`src/rtl/switch_seq_pkg.sv`:
```
// -----------------------------------------------------------------------------
// switch_seq_pkg
// Shared definitions for the photonic-switch setpoint sequencer:
//   - seq_state_t : sequencer FSM state encoding
//   - DEF_W_WIDTH / DEF_DWELL_WIDTH : default setpoint and dwell widths
// -----------------------------------------------------------------------------
package switch_seq_pkg;

    localparam int DEF_W_WIDTH     = 13;
    localparam int DEF_DWELL_WIDTH = 16;

    typedef enum logic [2:0] {
        IDLE = 3'd0,
        LOAD = 3'd1,
        TRIG = 3'd2,
        WAIT = 3'd3,
        RUN  = 3'd4,
        ERR  = 3'd5
    } seq_state_t;

endpackage : switch_seq_pkg

```
`src/rtl/seq_fifo.sv`:
```
// -----------------------------------------------------------------------------
// seq_fifo
// Small synchronous FIFO holding queued W setpoints.
// Ports:
//   clk, reset        : core clock, asynchronous active-high reset
//   push, din         : enqueue din (ignored when full or flushing)
//   pop, dout         : dequeue; dout always shows the current head
//   flush             : discard all entries; wins over push and pop
//   full, empty       : registered status flags
//   count             : registered occupancy, 0..DEPTH
// DEPTH must be a power of two so the pointers wrap by natural overflow.
// -----------------------------------------------------------------------------
module seq_fifo #(
    parameter  int DEPTH = 4,
    parameter  int WIDTH = 13,
    localparam int AW    = $clog2(DEPTH),
    localparam int CW    = AW + 1
) (
    input  logic             clk,
    input  logic             reset,
    input  logic             push,
    input  logic [WIDTH-1:0] din,
    input  logic             pop,
    output logic [WIDTH-1:0] dout,
    input  logic             flush,
    output logic             full,
    output logic             empty,
    output logic [CW-1:0]    count
);

    logic [WIDTH-1:0] mem [DEPTH];
    logic [AW-1:0]    wr_ptr;
    logic [AW-1:0]    rd_ptr;
    logic             do_push;
    logic             do_pop;
    logic [CW-1:0]    count_nxt;

    assign do_push = push && !full  && !flush;
    assign do_pop  = pop  && !empty && !flush;
    assign dout    = mem[rd_ptr];

    // NOTE: every signal driven in always_comb gets a default first, so no
    // path through the block leaves it unassigned and no latch is inferred.
    always_comb begin
        count_nxt = count;
        if (flush)
            count_nxt = '0;
        else if (do_push && !do_pop)
            count_nxt = count + 1'b1;
        else if (!do_push && do_pop)
            count_nxt = count - 1'b1;
    end

    // NOTE: sequential state uses non-blocking assignments so every flop
    // samples pre-edge values regardless of statement order.
    always_ff @(posedge clk or posedge reset) begin
        if (reset) begin
            wr_ptr <= '0;
            rd_ptr <= '0;
            count  <= '0;
            full   <= 1'b0;
            empty  <= 1'b1;
        end else begin
            count <= count_nxt;
            full  <= (count_nxt == CW'(DEPTH));
            empty <= (count_nxt == '0);
            if (flush) begin
                wr_ptr <= '0;
                rd_ptr <= '0;
            end else begin
                if (do_push) wr_ptr <= wr_ptr + 1'b1;
                if (do_pop)  rd_ptr <= rd_ptr + 1'b1;
            end
        end
    end

    // NOTE: storage is deliberately left out of reset; the pointers and count
    // define which entries are valid, so clearing the array buys nothing.
    always_ff @(posedge clk) begin
        if (do_push) mem[wr_ptr] <= din;
    end

endmodule : seq_fifo

```
`src/rtl/switch_sequencer.sv`:
```
// -----------------------------------------------------------------------------
// switch_sequencer
// Steps the photonic-switch core through a queue of W setpoints. Each queued
// word is driven onto dec_W, the decoder is triggered, and once it reports
// done the PWM generator is enabled for 'dwell' tick_1MHz periods.
// Ports:
//   clk, reset          : core clock, asynchronous active-high reset
//   wr_valid/wr_W/wr_ready : host write into the setpoint FIFO
//   start               : level; sequencer consumes the queue while high
//   abort               : one-cycle pulse; ends the step and flushes the FIFO
//   dwell               : ticks per step, sampled at LOAD (0 acts as 1)
//   tick_1MHz           : one-clk-wide 1 MHz enable
//   dec_W, dec_trig     : decoder setpoint bus and one-cycle trigger
//   dec_done            : decoder completion
//   pwm_en              : PWM generator enable
//   step_done           : one-cycle pulse per completed step
//   busy, err, count    : status (err is sticky until reset)
// All outputs except wr_ready come straight from flops; wr_ready is the
// inverse of the FIFO's registered full flag.
// -----------------------------------------------------------------------------
module switch_sequencer
    import switch_seq_pkg::*;
#(
    parameter  int DEPTH       = 4,
    parameter  int W_WIDTH     = DEF_W_WIDTH,
    parameter  int DWELL_WIDTH = DEF_DWELL_WIDTH,
    parameter  int DEC_TIMEOUT = 64,
    localparam int CW          = $clog2(DEPTH) + 1
) (
    input  logic                   clk,
    input  logic                   reset,
    input  logic                   wr_valid,
    input  logic [W_WIDTH-1:0]     wr_W,
    output logic                   wr_ready,
    input  logic                   start,
    input  logic                   abort,
    input  logic [DWELL_WIDTH-1:0] dwell,
    input  logic                   tick_1MHz,
    output logic [W_WIDTH-1:0]     dec_W,
    output logic                   dec_trig,
    input  logic                   dec_done,
    output logic                   pwm_en,
    output logic                   step_done,
    output logic                   busy,
    output logic                   err,
    output logic [CW-1:0]          count
);

    localparam int TW = $clog2(DEC_TIMEOUT + 1);

    seq_state_t             state;
    seq_state_t             next_state;
    logic [DWELL_WIDTH-1:0] dwell_cnt;
    logic [TW-1:0]          to_cnt;
    logic                   step_fin;

    logic                   abort_hit;
    logic                   fifo_push;
    logic                   fifo_pop;
    logic                   fifo_flush;
    logic                   fifo_full;
    logic                   fifo_empty;
    logic [W_WIDTH-1:0]     fifo_head;

    // abort only matters while a step is in progress; in IDLE it is ignored.
    assign abort_hit  = abort && (state != IDLE);
    assign fifo_flush = abort_hit || (state == ERR);
    assign fifo_pop   = (state == LOAD) && !abort_hit;
    // The FIFO itself drops a push that coincides with a flush.
    assign fifo_push  = wr_valid && wr_ready;
    assign wr_ready   = !fifo_full;

    seq_fifo #(
        .DEPTH (DEPTH),
        .WIDTH (W_WIDTH)
    ) u_fifo (
        .clk   (clk),
        .reset (reset),
        .push  (fifo_push),
        .din   (wr_W),
        .pop   (fifo_pop),
        .dout  (fifo_head),
        .flush (fifo_flush),
        .full  (fifo_full),
        .empty (fifo_empty),
        .count (count)
    );

    always_comb begin
        next_state = state;
        step_fin   = 1'b0;
        if (abort_hit) begin
            next_state = IDLE;
        end else begin
            case (state)
                IDLE: if (start && !fifo_empty) next_state = LOAD;
                LOAD: next_state = TRIG;
                TRIG: next_state = WAIT;
                WAIT: begin
                    // to_cnt == 0 marks the first WAIT cycle, where dec_done
                    // still reflects the previous conversion.
                    if (dec_done && (to_cnt != '0))
                        next_state = RUN;
                    else if (to_cnt == TW'(DEC_TIMEOUT - 1))
                        next_state = ERR;
                end
                RUN: begin
                    if (tick_1MHz && (dwell_cnt == DWELL_WIDTH'(1))) begin
                        step_fin   = 1'b1;
                        next_state = (start && !fifo_empty) ? LOAD : IDLE;
                    end
                end
                ERR:     next_state = IDLE;
                default: next_state = IDLE;
            endcase
        end
    end

    // Outputs are decoded from next_state so they line up with the state
    // they describe while still coming from flops.
    always_ff @(posedge clk or posedge reset) begin
        if (reset) begin
            state     <= IDLE;
            busy      <= 1'b0;
            dec_trig  <= 1'b0;
            pwm_en    <= 1'b0;
            step_done <= 1'b0;
            err       <= 1'b0;
            dec_W     <= '0;
            dwell_cnt <= '0;
            to_cnt    <= '0;
        end else begin
            state     <= next_state;
            busy      <= (next_state != IDLE);
            dec_trig  <= (next_state == TRIG);
            pwm_en    <= (next_state == RUN);
            step_done <= step_fin;
            err       <= err || (next_state == ERR);

            if (fifo_pop) begin
                dec_W     <= fifo_head;
                dwell_cnt <= (dwell == '0) ? DWELL_WIDTH'(1) : dwell;
            end else if ((state == RUN) && tick_1MHz) begin
                dwell_cnt <= dwell_cnt - 1'b1;
            end

            if (state == TRIG)
                to_cnt <= '0;
            else if (state == WAIT)
                to_cnt <= to_cnt + 1'b1;
        end
    end

endmodule : switch_sequencer
```
`config.mk`:
```
export PLATFORM = sky130hd
export DESIGN_NAME = switch_sequencer
export DESIGN_NICKNAME = d
export VERILOG_FILES = /design/src/rtl/switch_seq_pkg.sv /design/src/rtl/seq_fifo.sv /design/src/rtl/switch_sequencer.sv
export SDC_FILE = /design/constraint.sdc
export NUM_CORES = 1
export LEC_CHECK = 0
export CORE_MARGIN = 4
export CORE_UTILIZATION = 60
export CTS_CLUSTER_SIZE = 28
export DETAILED_ROUTE_END_ITERATION = 8
export DONT_BUFFER_PORTS = 1
export GPL_ROUTABILITY_DRIVEN = 0
export PLACE_DENSITY = 0.76
export SKIP_LAST_GASP = 1
export SLEW_MARGIN = 10
export SYNTH_ARGS = -nofsm -noshare
export SYNTH_HDL_FRONTEND = slang
export SYNTH_SLANG_ARGS = --single-unit
export TNS_END_PERCENT = 30
```
`constraint.sdc`:
```
create_clock -name clk -period 3 [get_ports clk]
set_clock_uncertainty 0.2 [all_clocks]
set_input_delay 0.3 -clock clk [delete_from_list [all_inputs] [get_ports clk]]
set_output_delay 0.3 -clock clk [all_outputs]
set_load 0.05 [all_outputs]
```
==> summary.md, run 1 <==
The synthesized design spends more area on one cell type than any other, namely edfxtp_1. The run gives 0 as the antenna diode instance count. After the last flow step, the layout net total stands at 465. The worst reg-to-reg path cell count works out to 5. Number of pins exceeding their max-slew limit in the final report: 0. Setup repair after global routing left no endpoint under its margin. Data arrival at the endpoint of the critical path: 2460 ps.

Global routing finished with a remaining overflow of 0. Clock tree synthesis found a total of 105 sinks. The startpoint of the worst register-to-register path was dwell_cnt[7].

Setup violations remaining at the end of the flow were counted as 0. The worst hold-check path type is input port to flip-flop. Input and output buffers added on the ports amount to 0. The tools report the post-cts resize count as 0. The root buffer cell is clkbuf_8.

The kind of start point of the critical path was a flip-flop. Detailed routing inserted a total of 3,170 vias. The starting utilization of the core area was 62.9%; the synthesized flop and latch total was 105. When the netlist entered floorplanning its net count stood at 424. The largest net degree at the start of global routing is 35.

In the finished design, the share of the clock period the worst path needs comes to 80.2%. For the cell leakage power, the log shows 0.00209 µW. The first global-routing pass estimated 15,200 µm of wire. Ranked by total cell area, the synthesized netlist is headed by edfxtp_1 34%, dfrtp_1 28%, mux4_2 6.3%. Most frequent cell on the critical path: or4_4. The clock edge transition at the registers on the reported setup and hold paths was 100 ps. Max-cap violations in this run came to 0. The critical path is of the flip-flop to flip-flop type. The hold-critical path endpoint is state[0]. Adding up every negative setup slack in the final design gives 0 ps. The tools report the headroom to the max-slew limit as 58.4%. Walking the worst path, the cells encountered are or4_4 -> nand4bb_4 -> or4_4 -> a211oi_2 -> o22ai_1. The most instantiated flip-flop cell in the synthesis netlist is edfxtp_1. The run finished with clean final reports. The family with the most delay on the worst path is simple AND/OR/NAND/NOR gates. The standard-cell row count was 31.

The core region is 0.00741 mm². The worst register-to-register path has a setup slack of 590 ps. Sequential cells were found to cover 62.0% of the synthesized design area. For this run, the top clock speed supported by timing is 0.416 GHz.

The library cells used most frequently in the layout, excluding fill and tap cells, are 68 x nand2_1, 52 x dfrtp_1, 52 x edfxtp_1, 32 x dlygate4sd3_1, 31 x nor2_1. VDD sags by at most 0.477 mV. From bottom edge to top edge, the die measures 96.1 µm.

For the final number of hold-violating endpoints, the log shows 0. A synthesized cell averages 12.3 µm². Along the worst path, the maximum fanout reaches 8. TritonCTS built the clock tree. The routed wire length per instance was 17.8 µm. Detailed placement finished with a half-perimeter wire length of 6490 µm. For this run, design rule violations remaining after detail routing come to 0. The clock latency reported for the late side of the worst-skew pair is 370 ps, and the power density relative to cell area is 926 mW/mm². The number of unique standard cell types used by synthesis is 52, and the number of clock buffers inserted by TritonCTS is 9.

The buffers plus inverters on the worst setup path is 0, and the synthesized instance count is 378. After the first detailed-routing iteration, the DRC count stood at 182. For this design, the slowest cell found on the critical path is or4_4.

Leaving out fill and tap cells, the most frequent cell in the layout is nand2_1. From left edge to right edge, the die measures 96.1 µm. Counting along the longest clock path gives a buffer depth of 2. The tools report the endpoint type of the worst setup path as a flip-flop. For the count of synthesis-stage warnings from yosys, the log shows 0. Hold timing on the final database bottoms out at a slack of 32.2 ps. The number of cells on the worst hold path was 3. The tools report the required time of the critical path as 3050 ps. The count of flip-flops with a built-in enable after synthesis is 52, and the number of levels in the clock H-tree is 3. In this run the most critical hold path is launched from abort. Endpoint of the lowest-slack register-to-register path: busy. In the global route stage, overall resource usage came out at 22.0%. Slew at the pin closest to its max-slew limit: 624 ps. For this design the top-level I/O count stands at 58. The count of nets left with antenna violations once routing finished came out at 0. The routed design has 9290 µm of wire. The first TritonRoute pass finished after 4 iterations. The smallest clock period supported by the final layout is computed as 2410 ps. The critical path's largest stage delay was 600 ps; the synthesized cell area was 0.00466 mm². Cells with a size suffix above 1 make up 12.7% of the layout. The tools report the number of global-route vias before repair as 3,130. Using the TritonRoute via totals, the vias-per-cell ratio works out to 6.06. In the synthesized netlist the async set-or-reset flop fraction comes to 50.5%. For the number of antenna violations at the first check in global routing, the log shows 0.

Post-CTS timing repair inserted 0 buffers for setup. The fraction of post-synthesis cell area in the top cell type by area is 33.5%. The layout overhead on the synthesized area came out at 14.4%. The area of the die was 0.00924 mm².
[Yosys cell counts (3+ instances only)]
| library cell | n |
|---|---|
| o22ai_1 | 3 |
| mux4_2 | 13 |
| edfxtp_1 | 52 |
| nand2_1 | 68 |
| nand3_1 | 9 |
| nor2_1 | 31 |
| nor3_1 | 10 |
| dfrtp_1 | 52 |
| nand4_1 | 4 |
| and3_1 | 5 |
| o311ai_0 | 3 |
| buf_2 | 3 |
| o31ai_1 | 4 |
| xnor2_1 | 6 |
| a21oi_1 | 5 |
| inv_1 | 16 |
| ha_1 | 10 |
| nor4_1 | 11 |
| o21ai_1 | 5 |
| a211oi_1 | 5 |
| clkbuf_1 | 7 |
| o21ai_0 | 11 |
| mux2i_1 | 3 |
[per-layer routing]
metal | wire length, µm | track usage (%)
met1 | 3690 | 27.3
met2 | 4770 | 37.1
met3 | 638 | 5.39
met4 | 185 | 8.18
met5 | 0 | 0
[logic make-up after synthesis]
| logic type | Yosys count | synth area share (%) |
|---|---|---|
| simple gates | 159 | 16.9 |
| flops | 105 | 62.0 |
| compound gates | 50 | 7.41 |
| buf+inv | 30 | 2.58 |
| mux | 16 | 6.93 |
| fa+ha+maj | 10 | 2.69 |
| xor+xnor | 8 | 1.50 |
[worst reg2reg max path: stages, from the launching register on]
cell,delay (ps)
dfrtp_1,470
or4_4,600
nand4bb_4,260
or4_4,440
a211oi_2,220
o22ai_1,110
[final cells by class]
cell class	instances	area [µm²]
Sequential cell	105	2890
Fill cell	502	2080
Multi-Input combinational cell	243	1650
Timing Repair Buffer	43	403
Clock buffer	9	124
Tap cell	99	124
Clock inverter	7	75.1
Inverter	17	63.8
[state kept, by name, indices dropped and copies added, names as in the netlist]
name	cells
u_fifo.count	3
dec_W	13
u_fifo.full	1
u_fifo.rd_ptr	2
dwell_cnt	16
u_fifo.wr_ptr	2
u_fifo.mem	52
state	3
step_done	1
err	1
busy	1
dec_trig	1
to_cnt	7
u_fifo.empty	1
pwm_en	1
[metrics by stage]
stage | setup slack, ps | instances | power, µW | util, % | area [µm²]
6_report | 593 | 523 | 4940 | 71.9 | 5330
4_1_cts | 598 | 523 | 4970 | 71.9 | 5330
2_1_floorplan | 721 | 378 | 3670 | - | 4660
3_3_place_gp | 656 | 475 | 3980 | 64.9 | 4810
3_5_place_dp | 610 | 475 | 4070 | 64.9 | 4810
5_1_grt | 533 | 523 | 5250 | 71.9 | 5330
[how the worst max path moves through the flow]
stage / from / to / slack (ps) / cells after the start
after detailed placement: dwell_cnt[7] / busy / 610 / 5
after global routing: dwell_cnt[7] / busy / 530 / 5
after CTS: dwell_cnt[7] / busy / 600 / 5
after floorplan: dwell_cnt[7] / busy / 720 / 5
final: dwell_cnt[7] / busy / 590 / 5
after global placement: dwell_cnt[7] / busy / 660 / 5
[where the power goes]
part | switching (µW) | leakage (µW) | internal (µW)
sequential | 772 | 0.00114 | 1930
combinational | 750 | 0.000845 | 620
clock | 526 | 0.000104 | 334
[repair_timing]
action / CTS / global route
endpoints found under the setup margin: 0 / 0
endpoints found under the hold margin: 93 / 0
hold buffers: 32 / 0
(Power assumes the default switching activity.)
==> run 2, diff against run 1 <==
==> constraint.sdc (replaced) <==
create_clock -name clk -period 2.3 [get_ports clk]
set_clock_uncertainty 0.2 [all_clocks]
set_input_delay 0.23 -clock clk [delete_from_list [all_inputs] [get_ports clk]]
set_output_delay 0.23 -clock clk [all_outputs]
set_load 0.05 [all_outputs]
==> run 2 against run 1 <==
Sequential power grew 25%; non-clock buffer count grew 14; final cell count grew 2.9%; sequential share of layout area shrank 1.8 points; via count shrank 1.1%; first-iteration DRC count grew 18%; combinational power grew 55%; wire length grew 5.9%; highest routed layer unchanged; die area is the same; worst hold slack lost 16 ps; largest power group unchanged; critical path type unchanged; utilization grew 2.5 points; power grew 35%.
==> summary.md, run 2 (synthesis results as in run 1) <==
Kind of start point of the critical path: a flip-flop (unchanged). The run gives 479 (was 465) as the number of nets at the end of the flow. For the clock latency reported for the late side of the worst-skew pair, the log shows 370 ps (about the same).

The tools report the number of maximum-capacitance violations as 0 (unchanged). The remaining routing DRC violations is 0 (unchanged). Most frequent cell on the critical path: or4_4 (unchanged). The post-route cell area was 0.00551 mm² (was 0.00533 mm²); the number of ports placed on the die boundary was 58 (unchanged). The total power consumption of the routed design is 6670 µW (was 4940 µW), and the height of the die is 96.1 µm (unchanged). The logs give 0.438 GHz (was 0.416 GHz) for the achievable frequency and 2740 µW (was 2050 µW) for the switching power. The fraction of final layout cells sized beyond drive strength 1 came out at 15.8% (was 12.7%). The post-detailed-placement cell area is 0.00498 mm² (was 0.00481 mm²), and the switching power as a share of total power is 41.1% (was 41.5%). The category of the most critical setup path is flip-flop to flip-flop (unchanged). TritonCTS built the clock tree. The number of pins exceeding their max-slew limit in the final report is 0 (unchanged), and the number of clock buffers inserted by TritonCTS is 9 (unchanged). The number of antenna violations at the first check in global routing is 0 (unchanged).

The number of I/O port buffers is 0 (unchanged), and the minimum clock period after layout is 2280 ps (was 2410 ps). The clock sink count was 105 (unchanged). Cells along the critical path: or4_4 -> nand4bb_4 -> or4_4 -> a211oi_2 -> o22ai_1 (unchanged). The clock edge transition at the registers on the reported setup and hold paths works out to 110 ps (was 100 ps).

The run gives 0.00741 mm² (unchanged) as the area of the core. The aggregate global-route resource usage was 23.4% (was 22.0%). Family with the most delay on the worst path: simple AND/OR/NAND/NOR gates (unchanged). The tools report the root buffer cell as clkbuf_8 (unchanged). The worst-case clock buffer depth was 2 (unchanged).

The worst hold-check path type was input port to flip-flop (unchanged). The largest fanout on the critical path was 3 (was 8). The flip-flop count of the largest register, all copies and words added is 52 (unchanged), and the data arrival at the endpoint of the critical path is 2330 ps (was 2460 ps). For the headroom to the max-slew limit, the log shows 55.0% (was 58.4%).

The tools report the footprint of the flip-flops and latches as 0.00289 mm² (unchanged). The layout overhead on the synthesized area was 18.3% (was 14.4%); the total via count after detailed routing was 3,136 (was 3,170). The worst reg-to-reg path cell count works out to 5 (unchanged). The initial DRC count was 215 (was 182); the share of total power in the clock network was 17.2% (was 17.4%). The final core utilization was 74.4% (was 71.9%). The run finished with clean final reports. The number of global-route vias before repair was 3,258 (was 3,130); the sum of routed wire length over all layers was 9840 µm (was 9290 µm).

The share of the clock period used by the worst path after layout works out to 99.3% (was 80.2%). The number of cells on the worst hold path is 4 (was 3), and the mean number of vias per cell is 5.83 (was 6.06). Design internal power: 3930 µW (was 2890 µW). The run gives 62.9% (unchanged) as the starting utilization of the core area.

The count of fill cells added during filler insertion was 471 (was 502). Setup repair after global routing could not meet its margin everywhere. Area of the die: 0.00924 mm² (unchanged). The required time of the critical path is 2350 ps (was 3050 ps). The tools report the final number of hold-violating endpoints as 0 (unchanged).

The run gives 0.00166 mm² (was 0.00165 mm²) as the multi-input logic area. The tools report the first-pass iteration count of the detailed router as 4 (unchanged). The routed wire length per instance came out at 18.3 µm (was 17.8 µm).

The setup violation total in the final timing report was 0 (unchanged); the final antenna-violating net count was 0 (unchanged). The power density relative to cell area works out to 1210 mW/mm² (was 926 mW/mm²). The run gives 0 (unchanged) as the global route total overflow.

The endpoint type of the worst setup path is a flip-flop (unchanged). The register ranked first by flip-flop count is u_fifo.mem (unchanged). Largest registers: u_fifo.mem: 52 flops, dwell_cnt: 16 flops, dec_W: 13 flops (unchanged). For the detailed placer's ending HPWL, the log shows 6430 µm (was 6490 µm).

The slew at the pin closest to its max-slew limit is 675 ps (was 624 ps). Most common library cell in the layout ignoring fill and taps: nand2_1 (unchanged). The first-pass GRT wire length was 16,000 µm (was 15,200 µm). The number of levels in the clock H-tree was 3 (unchanged); the die width was 96.1 µm (unchanged).

The tools report the power share of the sequential group as 50.8% (was 54.8%). For the standard-cell row count, the log shows 31 (unchanged). Number of buffers inserted to repair setup after CTS: 0 (unchanged).

The master of the slowest instance on the critical path was or4_4 (unchanged). The critical path's largest stage delay came out at 540 ps (was 600 ps). The path length in cells of the critical path is 5 (unchanged), and the largest net degree at the start of global routing is 30 (was 35). The part of the power in combinational logic is 32.0% (was 27.8%).

Most frequent cells in the layout: 68 x nand2_1, 52 x dfrtp_1, 52 x edfxtp_1, 32 x dlygate4sd3_1, 31 x nor2_1 (unchanged). The cell leakage power is 0.00218 µW (was 0.00209 µW), and the worst voltage drop across the vdd grid is 0.740 mV (was 0.477 mV). The buffers plus inverters on the worst setup path came out at 0 (unchanged).
-- run 2: routing by layer --
| metal | global-route usage [%] | routed length [µm] |
|---|---|---|
| met5 | 0 | 0 |
| met4 | 11.6 | 302 |
| met3 | 6.65 | 557 |
| met2 | 39.1 | 5180 |
| met1 | 27.8 | 3800 |
-- run 2: final cells by class --
type	count	area share, %
diodes	1	0.0454
clock buffers	9	2.25
clock inverters	7	1.52
repair buffers	57	10.3
multi-input cells	243	30.0
well taps	99	2.25
flip-flops and latches	105	52.4
inverters	17	1.16
-- run 2: worst paths after layout --
kind,from,slack (ps),to
max in group asynchronous,reset,1140,u_fifo.empty
worst min register to register,dwell_cnt[12],310,dwell_cnt[12]
worst max-delay path,dwell_cnt[7],20,busy
worst min-delay path,abort,20,dec_W[3]
worst max register to register,dwell_cnt[7],20,busy
min in group asynchronous,reset,150,dec_W[2]
-- run 2: power by group through the flow --
stage	Clock, µW	Combinational [µW]	Sequential (µW)
floorplan	0	1410	3380
global placement	0	2000	3390
detailed placement	0	2060	3420
CTS	1180	2130	3390
global route	1270	2370	3470
finish	1150	2130	3390
-- run 2: worst register-to-register path: cells and delay by family, from the launching register on --
kind             cells  cell delay (ps)
flip-flops           1              390
AO/OA/AOI/OAI        2              360
AND/OR/NAND/NOR      3             1230
-- run 2: through the flow --
stage	setup TNS (ps)	setup WS, ps	hold WS, ps	std cells
2_1_floorplan	0	20.8	103	378
3_3_place_gp	0	77.3	-14.1	489
3_5_place_dp	0	62.7	-11.9	489
4_1_cts	0	37.3	13.4	537
5_1_grt	-115	-59.1	31.4	537
6_report	0	15.3	16.5	538
-- run 2: what timing repair did --
item                                    in CTS  in global routing
endpoints found under the setup margin       0                 11
hold buffers                                32                  0
resized for setup                            0                  1
endpoints found under the hold margin      127                  0
==> run 3, diff against run 2 <==
--- a/config.mk
+++ b/config.mk
@@ -6,12 +6,12 @@
 export NUM_CORES = 1
 export LEC_CHECK = 0
 export CORE_MARGIN = 4
-export CORE_UTILIZATION = 60
+export CORE_UTILIZATION = 40
 export CTS_CLUSTER_SIZE = 28
 export DETAILED_ROUTE_END_ITERATION = 8
 export DONT_BUFFER_PORTS = 1
 export GPL_ROUTABILITY_DRIVEN = 0
-export PLACE_DENSITY = 0.76
+export PLACE_DENSITY = 0.54
 export SKIP_LAST_GASP = 1
 export SLEW_MARGIN = 10
 export SYNTH_ARGS = -nofsm -noshare
==> run 3 against run 2 <==
Final cell count up 8.6%; largest power group unchanged; die area up 45%; critical endpoint unchanged; maximum frequency up 1.7%.
==> summary.md, run 3 (synthesis results as in run 1) <==
The slew at the pin closest to its max-slew limit is 704 ps (was 675 ps), and the clock sink count is 105 (unchanged). The clock edge transition at the registers on the reported setup and hold paths works out to 70 ps (was 110 ps). The antenna diode instance count was 0 (was 1). The startpoint of the worst register-to-register path is dwell_cnt[9] (was dwell_cnt[7]). The count of fill cells added during filler insertion was 1,026 (was 471). The worst reg-to-reg path cell count was 5 (unchanged).

Worst voltage drop across the vdd grid: 0.692 mV (was 0.740 mV). The detailed placer's ending HPWL is 6980 µm (was 6430 µm). The footprint of the flip-flops and latches was 0.00289 mm² (unchanged); the total via count after detailed routing was 3,069 (was 3,136).

Category of the most critical setup path: flip-flop to flip-flop (unchanged). The number of I/O port buffers came out at 0 (unchanged). The setup violation total in the final timing report was 0 (unchanged); the sum of routed wire length over all layers was 9950 µm (was 9840 µm). The number of cells in the finished layout apart from fillers was 584 (was 538).

Flip-flop count of the largest register, all copies and words added: 52 (unchanged). Register ranked first by flip-flop count: u_fifo.mem (unchanged). Final antenna-violating net count: 0 (unchanged). The tools report the area of the die as 0.0134 mm² (was 0.00924 mm²). The number of levels in the clock H-tree was 3 (unchanged). Most frequent cells in the layout: 68 x nand2_1, 52 x dfrtp_1, 52 x edfxtp_1, 32 x dlygate4sd3_1, 30 x nor2_1 (was 68 x nand2_1, 52 x dfrtp_1, 52 x edfxtp_1, 32 x dlygate4sd3_1, 31 x nor2_1).

The most common library cell in the layout ignoring fill and taps was nand2_1 (unchanged). The tools report the required time of the critical path as 2330 ps (was 2350 ps). The number of nets at the end of the flow was 482 (was 479). The share of the clock period used by the worst path after layout works out to 97.6% (was 99.3%). TritonCTS built the clock tree. For the cell leakage power, the log shows 0.00223 µW (was 0.00218 µW). The hold-critical path endpoint was u_fifo.count[1] (was dec_W[3]). The run finished with clean final reports. Reg2reg setup slack: 50 ps (was 20 ps). The number of ports placed on the die boundary was 58 (unchanged); the area of the core was 0.0114 mm² (was 0.00741 mm²).

The power density relative to cell area is 1240 mW/mm² (was 1210 mW/mm²), and the fraction of final layout cells sized beyond drive strength 1 is 16.8% (was 15.8%). The largest net degree at the start of global routing was 32 (was 30); the routed wire length per instance was 17.0 µm (was 18.3 µm). The number of maximum-capacitance violations was 0 (unchanged); the global route total overflow was 0 (unchanged). For the remaining routing DRC violations, the log shows 0 (unchanged).

Largest registers: u_fifo.mem: 52 flops, dwell_cnt: 16 flops, dec_W: 13 flops (unchanged). The kind of start point of the critical path was a flip-flop (unchanged). The data arrival at the endpoint of the critical path is 2270 ps (was 2330 ps). The logs give 536 (was 489) for the cell count after placement and 244 (was 215) for the initial DRC count. The number of clock buffers inserted by TritonCTS came out at 9 (unchanged). The largest fanout on the critical path is 4 (was 3), and the height of the die is 116 µm (was 96.1 µm).

The first-pass iteration count of the detailed router is 4 (unchanged). Number of pins exceeding their max-slew limit in the final report: 0 (unchanged). Setup repair after global routing could not meet its margin everywhere. The die width is 116 µm (was 96.1 µm). The tools report the endpoint type of the worst setup path as a flip-flop (unchanged).

The logs give 39 (was 31) for the standard-cell row count and 2 (unchanged) for the worst-case clock buffer depth. The worst hold-check path type was input port to flip-flop (unchanged). Launch point of the worst hold path: wr_valid (was abort).

The clock latency reported for the late side of the worst-skew pair came out at 350 ps (was 370 ps). The total power consumption of the routed design was 7020 µW (was 6670 µW). The mean number of vias per cell came out at 5.26 (was 5.83). The headroom to the max-slew limit is 53.0% (was 55.0%), and the starting utilization of the core area is 40.8% (was 62.9%). The number of global-route vias before repair came out at 3,212 (was 3,258). The number of cells on the worst hold path came out at 4 (unchanged). The logs give 0 (unchanged) for the number of antenna violations at the first check in global routing and 16,400 µm (was 16,000 µm) for the first-pass GRT wire length. The run gives 0.00166 mm² (about the same) as the multi-input logic area. The layout overhead on the synthesized area came out at 21.5% (was 18.3%). The achievable frequency was 0.445 GHz (was 0.438 GHz).

Root buffer cell: clkbuf_16 (was clkbuf_8). For the final number of hold-violating endpoints, the log shows 0 (unchanged). Aggregate global-route resource usage: 15.9% (was 23.4%). The number of buffers inserted to repair setup after CTS was 0 (unchanged).

The final sum of negative setup slack is 0 ps (unchanged), and the minimum clock period after layout is 2250 ps (was 2280 ps). Endpoint of the lowest-slack register-to-register path: busy (unchanged).
[run 3: metrics by stage]
stage / hold slack (ps) / utilization [%] / cell area, µm² / worst slack, ps
CTS: 83.1 / 49.5 / 5650 / 54.3
detailed placement: 59.4 / 44.0 / 5030 / 58.8
floorplan: 103 / - / 4660 / 20.8
global route: 132 / 49.6 / 5660 / -52.6
finish: 89.1 / 49.6 / 5660 / 54.3
global placement: 53.1 / 44.0 / 5030 / 79.8
[run 3: metal layers]
metal | up-vias | share of wire, % | track usage, %
li1 | 1506 | - | -
met1 | 1499 | 44 | 20.5
met2 | 53 | 50 | 26.4
met3 | 11 | 4.8 | 4.13
met4 | 0 | 1.5 | 4.95
met5 | - | 0 | 0
[run 3: report_power, final]
| part | internal, µW | leakage (µW) | switching, µW |
|---|---|---|---|
| registers | 2530 | 0.00114 | 812 |
| logic | 970 | 0.000940 | 1200 |
| clock network | 768 | 0.000148 | 744 |
[run 3: area by class of cell]
class / count / share of cell area (%)
clock buffers: 9 / 3.98
clock inverters: 7 / 1.28
multi-input cells: 243 / 29.4
repair buffers: 60 / 10.0
well taps: 143 / 3.16
flip-flops and latches: 105 / 51.0
inverters: 17 / 1.13
[run 3: timing repair]
item,in CTS,in global routing
hold buffers,32,0
hold endpoints to repair,103,0
gates resized for setup,0,3
setup endpoints to repair,0,17
[run 3: worst max-delay path by stage]
| stage | start | end | slack (ps) | cells after the start |
|---|---|---|---|---|
| after global routing | state[0] | u_fifo.count[1] | -50 | 6 |
| after global placement | dwell_cnt[7] | busy | 80 | 5 |
| after CTS | dwell_cnt[7] | busy | 50 | 5 |
| after floorplan | dwell_cnt[7] | busy | 20 | 5 |
| after detailed placement | dwell_cnt[7] | busy | 60 | 5 |
| final | dwell_cnt[9] | busy | 50 | 5 |
[run 3: critical path, stage by stage, from the launching register on]
cell       delay, ps
dfrtp_1          420
or4_4            490
nand4bb_4        250
or4_4            440
a211oi_2         230
o22ai_1          100
